**src/rtl/joybus_pkg.sv**
```systemverilog
// Shared Joybus definitions: poll FSM states and controller command bytes.
package joybus_pkg;

  typedef enum logic [1:0] {
    IDLE,
    TX_WAIT,
    RX_WAIT,
    GAP
  } jb_poll_state_t;

  localparam logic [7:0] JB_CMD_INFO = 8'h00;
  localparam logic [7:0] JB_CMD_POLL = 8'h01;

endpackage

```
**src/rtl/joybus_poll_timer.sv**
```systemverilog
// Periodic poll tick generator with a sticky overrun flag for ticks that
// land while a transaction is still in flight.
module joybus_poll_timer #(
  parameter int POLL_PERIOD = 416667
) (
  input  logic clk,
  input  logic rst_n,
  input  logic en,
  input  logic busy,
  output logic tick,
  output logic overrun
);

  localparam int PW = $clog2(POLL_PERIOD + 1);

  logic [PW-1:0] cnt;

  assign tick = en && (cnt == PW'(POLL_PERIOD - 1));

  always_ff @(posedge clk) begin
    if (!rst_n) begin
      cnt     <= '0;
      overrun <= 1'b0;
    end else begin
      if (!en || tick) cnt <= '0;
      else             cnt <= cnt + PW'(1);
      if (tick && busy) overrun <= 1'b1;
    end
  end

endmodule

```
**src/rtl/joybus_poll_ctrl.sv**
```systemverilog
// Joybus poll sequencer: send poll, await reply, retry on timeout,
// publish pad state to the console side.
module joybus_poll_ctrl
  import joybus_pkg::*;
#(
  parameter int POLL_PERIOD = 416667,
  parameter int RX_TIMEOUT  = 2500,
  parameter int GAP_CYCLES  = 100,
  parameter int RETRIES     = 2
) (
  input  logic        clk,
  input  logic        rst_n,
  input  logic        en,
  input  logic        poll_now,
  output logic        tx_start,
  output logic [7:0]  tx_cmd,
  input  logic        tx_done,
  output logic        jb_oe,
  output logic        rx_start,
  input  logic        rx_done,
  input  logic [7:0]  jb_cntlr_status,
  input  logic [15:0] jb_cntlr_data,
  output logic [7:0]  pad_status,
  output logic [15:0] pad_data,
  output logic        pad_valid,
  output logic        pad_present,
  output logic        err_timeout,
  output logic        overrun,
  output logic        busy
);

  localparam int CMAX = (RX_TIMEOUT > GAP_CYCLES) ? RX_TIMEOUT : GAP_CYCLES;
  localparam int CW   = $clog2(CMAX + 1);
  localparam int RW   = $clog2(RETRIES + 2);

  jb_poll_state_t state, state_nx;

  logic [CW-1:0] cnt, cnt_nx;
  logic [RW-1:0] retry, retry_nx;
  logic          tick, trigger;
  logic          tx_start_nx, rx_start_nx;
  logic          pad_valid_nx, err_nx;
  logic          present_nx, latch;

  joybus_poll_timer #(
    .POLL_PERIOD(POLL_PERIOD)
  ) u_timer (
    .clk     (clk),
    .rst_n   (rst_n),
    .en      (en),
    .busy    (busy),
    .tick    (tick),
    .overrun (overrun)
  );

  assign trigger = tick || poll_now;
  assign busy    = (state != IDLE);
  assign jb_oe   = (state == TX_WAIT);
  assign tx_cmd  = JB_CMD_POLL;

  // cnt is shared: reply timeout in RX_WAIT, settle delay in GAP
  always_comb begin
    state_nx     = state;
    cnt_nx       = cnt;
    retry_nx     = retry;
    tx_start_nx  = 1'b0;
    rx_start_nx  = 1'b0;
    pad_valid_nx = 1'b0;
    err_nx       = 1'b0;
    present_nx   = pad_present;
    latch        = 1'b0;
    unique case (state)
      IDLE: begin
        if (trigger) begin
          state_nx    = TX_WAIT;
          tx_start_nx = 1'b1;
          retry_nx    = '0;
        end
      end
      TX_WAIT: begin
        if (tx_done) begin
          state_nx    = RX_WAIT;
          rx_start_nx = 1'b1;
          cnt_nx      = CW'(RX_TIMEOUT - 1);
        end
      end
      RX_WAIT: begin
        if (rx_done) begin
          state_nx     = IDLE;
          pad_valid_nx = 1'b1;
          present_nx   = 1'b1;
          latch        = 1'b1;
        end else if (cnt == '0) begin
          if (retry < RW'(RETRIES)) begin
            state_nx = GAP;
            retry_nx = retry + RW'(1);
            cnt_nx   = CW'(GAP_CYCLES - 1);
          end else begin
            state_nx   = IDLE;
            err_nx     = 1'b1;
            present_nx = 1'b0;
          end
        end else begin
          cnt_nx = cnt - CW'(1);
        end
      end
      GAP: begin
        if (cnt == '0) begin
          state_nx    = TX_WAIT;
          tx_start_nx = 1'b1;
        end else begin
          cnt_nx = cnt - CW'(1);
        end
      end
      default: state_nx = IDLE;
    endcase
  end

  always_ff @(posedge clk) begin
    if (!rst_n) begin
      state       <= IDLE;
      cnt         <= '0;
      retry       <= '0;
      tx_start    <= 1'b0;
      rx_start    <= 1'b0;
      pad_valid   <= 1'b0;
      err_timeout <= 1'b0;
      pad_present <= 1'b0;
      pad_status  <= '0;
      pad_data    <= '0;
    end else begin
      state       <= state_nx;
      cnt         <= cnt_nx;
      retry       <= retry_nx;
      tx_start    <= tx_start_nx;
      rx_start    <= rx_start_nx;
      pad_valid   <= pad_valid_nx;
      err_timeout <= err_nx;
      pad_present <= present_nx;
      if (latch) begin
        pad_status <= jb_cntlr_status;
        pad_data   <= jb_cntlr_data;
      end
    end
  end

endmodule
```
**config.mk**
```make
export PLATFORM = sky130hd
export DESIGN_NAME = joybus_poll_ctrl
export DESIGN_NICKNAME = d
export VERILOG_FILES = /design/src/rtl/joybus_pkg.sv /design/src/rtl/joybus_poll_timer.sv /design/src/rtl/joybus_poll_ctrl.sv
export SDC_FILE = /design/constraint.sdc
export NUM_CORES = 1
export LEC_CHECK = 0
export BUFFER_PORTS_ARGS = -buffer_cell sky130_fd_sc_hd__clkbuf_2
export CAP_MARGIN = 20
export CORE_ASPECT_RATIO = 0.8
export CORE_MARGIN = 5
export CORE_UTILIZATION = 35
export DETAILED_ROUTE_END_ITERATION = 7
export PLACE_DENSITY = 0.58
export SLEW_MARGIN = 20
export SYNTH_ARGS = -nofsm -noshare
export SYNTH_HDL_FRONTEND = slang
export SYNTH_SLANG_ARGS = --single-unit
```
**constraint.sdc**
```tcl
create_clock -name clk -period 2.3 [get_ports clk]
set_input_delay 0 -clock clk [delete_from_list [all_inputs] [get_ports clk]]
set_output_delay 0 -clock clk [all_outputs]
set_load 0.01 [all_outputs]
```
**Word-level counts from Yosys, hierarchy flattened**

Index checks and enable logic that the tools add are counted.

- Register bits after elaboration: 65
- Input bits: 30
- Output and inout bits: 40
- Word-level logic and storage cells: 79

- $add $sub $neg: 3
- $lt $le $gt $ge: 1
- Equal/unequal tests: 14
- Mux-type cells: 28
- Bitwise gates (word level): 3
- Reduce and logical (&&, ||, !) cells: 18

Operators with widths:

| cell | count |
|---|---|
| $mux 12 | 5 |
| $pmux 12 s3 | 1 |
| $mux 2 | 10 |
| $add 19x1->19 const B | 1 |
| $eq 19x19->1 const B | 1 |
| $ne 2x2->1 const B | 8 |
| $logic_not 12->1 | 1 |
| $sub 12x1->12 const B | 1 |
| $reduce_and 5->1 | 2 |
| $mux 1 | 9 |
| $pmux 2 s4 | 1 |
| $ne 3x3->1 const B | 2 |
| $reduce_bool 2->1 | 3 |
| $eq 2x2->1 const B | 2 |
| $pmux 2 s2 | 1 |
| $reduce_and 4->1 | 1 |
| $reduce_or 4->1 | 1 |
| $not 1->1 | 3 |
| $reduce_and 3->1 | 1 |
| $reduce_bool 3->1 | 1 |
| $add 2x1->2 const B | 1 |
| $eq 2x1->1 const B | 1 |
| $logic_and 1x1->1 | 2 |
| $logic_not 2->1 | 1 |
| other kinds (6) | 7 |

**Longest topological paths before layout**

- Depth in word-level cells: 5
- Mapped depth: 8
- Gate-level depth less buffers: 7

**Hierarchy**

Synthesis repeated with hierarchy kept, for this count alone.

- Cell total of the unflattened synthesis: 370
- Area total of the unflattened synthesis: 3106.7 um^2

Modules (own cells, without submodules):

| module | instances | cells each | area each (um^2) | seq. area each (um^2) |
|---|---|---|---|---|
| joybus_poll_ctrl | 1 | 263 | 2169.6 | 900.9 |
| joybus_poll_timer | 1 | 107 | 937.1 | 400.4 |

**Worst setup path before layout**

Ideal clock, no wire load.

- Kind: register to register
- Start point: register cnt[0]
- End point: register cnt[4]
- Setup time: 0.086 ns
- Arrival: 2.048 ns
- Required time: 2.214 ns
- Path slack: 0.166 ns
- Stages on the path, launching flop included: 9
- Buffers on the path: 1
- Clock period less this slack: 2.134 ns
- Path through: dfxtp_1 -> inv_1 -> ha_1 -> or3b_2 -> or3_1 -> o311ai_4 -> buf_6 -> a21oi_1 -> a211oi_1

- Word-level cells in the longest chain between the ends: 4
- Elaborated cells on any way between the ends: 9
- Those cells by class: add/sub (1); eq/ne (2); mux (4); reduce/logical (2)

RTL lines:

| what | RTL line | text |
|---|---|---|
| start, declared | joybus_poll_ctrl.sv:38 | `logic [CW-1:0] cnt, cnt_nx;` |
| start signal, assigned | joybus_poll_ctrl.sv:133 | `cnt <= cnt_nx;` |
| $sub 12x1->12 / $logic_not 12->1 (equally long branches) | -- |  |
| $mux 12 | joybus_poll_ctrl.sv:93 | `end else if (cnt == '0) begin` |
| $mux 12 | joybus_poll_ctrl.sv:88 | `if (rx_done) begin` |
| $pmux 12 s3 | joybus_poll_ctrl.sv:72 | `unique case (state)` |

Several ways; a longest one is shown, not always the timed one. The select of a mux whose other input is x is not followed.
A chain may end at the register's enable or synchronous reset.

**Worst setup path in the final report**

- Start point: register cnt[1]
- End point: register cnt[5]

Same word-level chain as after synthesis.

==> flow_summary.yaml <==
critical_path:
  cp_cell_sequence: "inv_1, ha_1, or3b_2, or3_4, o311ai_4, buf_4, nor2_1, o221a_1"
  r2r_end: "cnt[5]"
  critical_path_class: "reg -> reg"
  required_ns: 2.54
  crit_arrival_ns: 2.45
  slowest_stage: "or3b_2"
  cp_slowest_stage_delay_ns: 0.46
  end_kind: "flop"
  path_buf_inv: 2
  regToRegSetupSlack_ns: 0.09
  reg2reg_depth: 8
  timing.rr.start: "cnt[1]"
  critPathTopFamily: "simple AND/OR/NAND/NOR gates"
  start_kind: "flop"
  critical_path.max_fanout: 6
synth:
  synth_top_family_by_area: "simple AND/OR/NAND/NOR gates"
  syn_inst: 361
  async_flop_share_pct: 0
  ys_ff_latch: 65
  synth.top_cell.area_share_pct: 43.5
  muxShareOfSynthArea_pct: 1.00
  synthAdderAreaFrac_pct: 3.76
  synthesis.area_mm2: 0.00299
  synth_flop_cell: "dfxtp_1"
  synth_compound_area_share_pct: 14.7
  ys_top_cells_by_area: "dfxtp_1 (43%), nand2_1 (8.7%), a21oi_1 (6.5%)"
  postSynthAreaPerCell_um2: 8.29
  synth-seq-area-share_pct: 43.5
  synth_edf_count: 0
  synth_xor_area_share_pct: 4.98
  synth_simple_gate_area_share_pct: 26.8
  ys_types: 53
  ys_warn_count: 0
  yosysTopAreaCell: "dfxtp_1"
global_routing:
  gr-total-overflow: 0
  grt_pass1_wl_um: 12200
  grt_pass1_vias: 2550
  antenna_found_initial: 0
  grt_max_degree: 36
  grt_usage_pct: 14.2
power_and_ir_drop:
  power_density_mw_per_mm2: 904
  power_leakage_nw: 1.57
  power.share.switching_pct: 33.4
  p_int_mw: 2.38
  p_sw_mw: 1.19
  irDropWorstVdd_v: 0.000310
  finalPower_mw: 3.58
  power_frac_seq_pct: 35.6
  combPwrFrac_pct: 33.4
  power_frac_clock_pct: 30.9
timing:
  rsz0062_at_grt: "yes"
  slew_violations: 0
  fin_crit_sh_pct: 96.0
  skew_ns: 0.0103
  timing_worst_slew_pin_value_ns: 0.871
  holdWs_ns: 0.0925
  tns_ns: 0
  hold_viol: 0
  slew_headroom_pct: 41.9
  setup_viol: 0
  max_freq_ghz: 0.453
  fin_crit_ns: 2.21
routing:
  viasPerCell: 4.89
  drtIter0Drc: 148
  post_drt_wl_per_cell_um: 13.1
  dr.pass1.iters: 4
  ant_nets: 0
  drc: 0
  routed_wl_um: 7560
  vias: 2815
clocking:
  clkSlewWorstSetupHoldPaths_ns: 0.08
  postCtsSetupRepairBufs: 0
  cts_max_level: 3
  max-clock-path-buffers: 2
  cts.sinks: 65
  cts_made_buffers: 9
  cts-root-buf: "clkbuf_8"
  cts_tree: "yes"
  clock_latency_ns: 0.35
final_layout:
  final_common_cell: "nand2_1"
  layout_common_cells: "nand2_1 (69), dfxtp_1 (65), clkbuf_2 (61)"
  stdcell_area_mm2: 0.00396
  nets: 498
  drive_gt1_share_pct: 22.4
  area_growth_pct: 32.3
  num_antenna_cells: 0
  fin_util_pct: 47.1
  fillCellCount: 813
die:
  rows: 30
  io_pins: 70
  core_mm2: 0.00841
  die-width_um: 113
  initial_core_util_pct: 35.6
  dieArea_mm2: 0.0105
  die_h_um: 92.7
placement:
  port_buffers: 61
  dpl_cell_area_mm2: 0.00346
  hpwl_um: 5130
  gp_congestion: 0.788
run_status:
  status: "completed"
job:
  cap_violations: 0
hold_path:
  min_from: "poll_now"
  hold_end: "retry[1]"
  hold_path_class: "in -> reg"
  hold_depth: 3
sequential cells by signal, indices dropped and copies added, names as in the netlist:
register	cells
pad_status	8
err_timeout	1
cnt	12
u_timer.overrun	1
u_timer.cnt	19
pad_present	1
tx_start	1
rx_start	1
retry	2
pad_data	16
pad_valid	1
state	2
stage by stage:
step | std cells | worst slack (ns)
final | 576 | 0.0931
after global routing | 576 | -0.0173
after CTS | 576 | 0.0403
after detailed placement | 534 | 0.0557
after global placement | 534 | 0.114
after floorplan | 367 | 0.166
metal layers:
metal | vias to the layer above | wire, um | GRT usage, %
met1 | 1285 | 3520 | 18.8
met2 | 90 | 3390 | 21.7
met3 | 11 | 531 | 4.31
met4 | 0 | 121 | 4.90
li1 | 1429 | - | -
met5 | - | 0 | 0
kinds of logic after synthesis:
logic type	count (synthesis)
muxes	3
adders and majority gates	9
DFF	65
other	2
xor gates and xnor gates	17
buffers and inverters	30
AOI/OAI and AO/OA	67
and+or+nand+nor	168
worst min-delay path: cells and delay by family:
kind / cells / cell delay, ns
AO/OA/AOI/OAI: 2 / 0.29
buffers and inverters: 1 / 0.09
area by class of cell:
type	instances	area [um2]	share of cell area, %
tap	112	140	3.54
sequential	65	1300	32.9
inverter	9	33.8	0.854
clock buffer	10	138	3.48
timing repair buffer	102	678	17.1
multi-input combinational	272	1580	39.8
clock inverter	6	90.1	2.28
synthesized netlist by cell type (2+ instances only):
library cell,n
nor3_1,11
a31oi_1,3
and4_1,2
o21ai_0,2
inv_1,8
or2_2,2
nand2b_1,4
xnor2_1,11
mux2i_1,3
and2_1,2
o221a_1,3
nand4_1,4
a211oi_1,3
xor2_1,6
a311oi_1,3
nor2_1,37
ha_1,9
clkbuf_1,12
buf_4,8
nand2_1,69
and3_1,4
nor4bb_1,2
or3_1,5
dfxtp_1,65
or3b_2,2
a21oi_1,39
nand3_1,11
o22ai_1,2
conb_1,2
or4_1,3
o2bb2ai_1,2
timing repair:
action	4_1_cts	5_1_grt
endpoints found under the hold margin	26	0
hold buffers	26	0
setup endpoints to repair	0	6
resized for setup	0	3
worst max-delay path by stage:
stage | end | slack, ns | cells past startpoint | start
floorplan | cnt[4] | 0.17 | 8 | cnt[0]
global placement | cnt[5] | 0.11 | 8 | cnt[1]
detailed placement | cnt[5] | 0.06 | 8 | cnt[1]
CTS | state[0] | 0.04 | 8 | cnt[1]
global route | state[0] | -0.02 | 8 | cnt[1]
finish | cnt[5] | 0.09 | 8 | cnt[1]
power by group through the flow:
stage | registers [mW] | logic [mW] | clock network [mW]
2_1_floorplan | 1.30 | 0.762 | 0
3_3_place_gp | 1.30 | 1.12 | 0
3_5_place_dp | 1.30 | 1.12 | 0
4_1_cts | 1.27 | 1.17 | 1.15
5_1_grt | 1.29 | 1.32 | 1.20
6_report | 1.27 | 1.20 | 1.11
No activity file was read; power rests on OpenSTA's default activity.
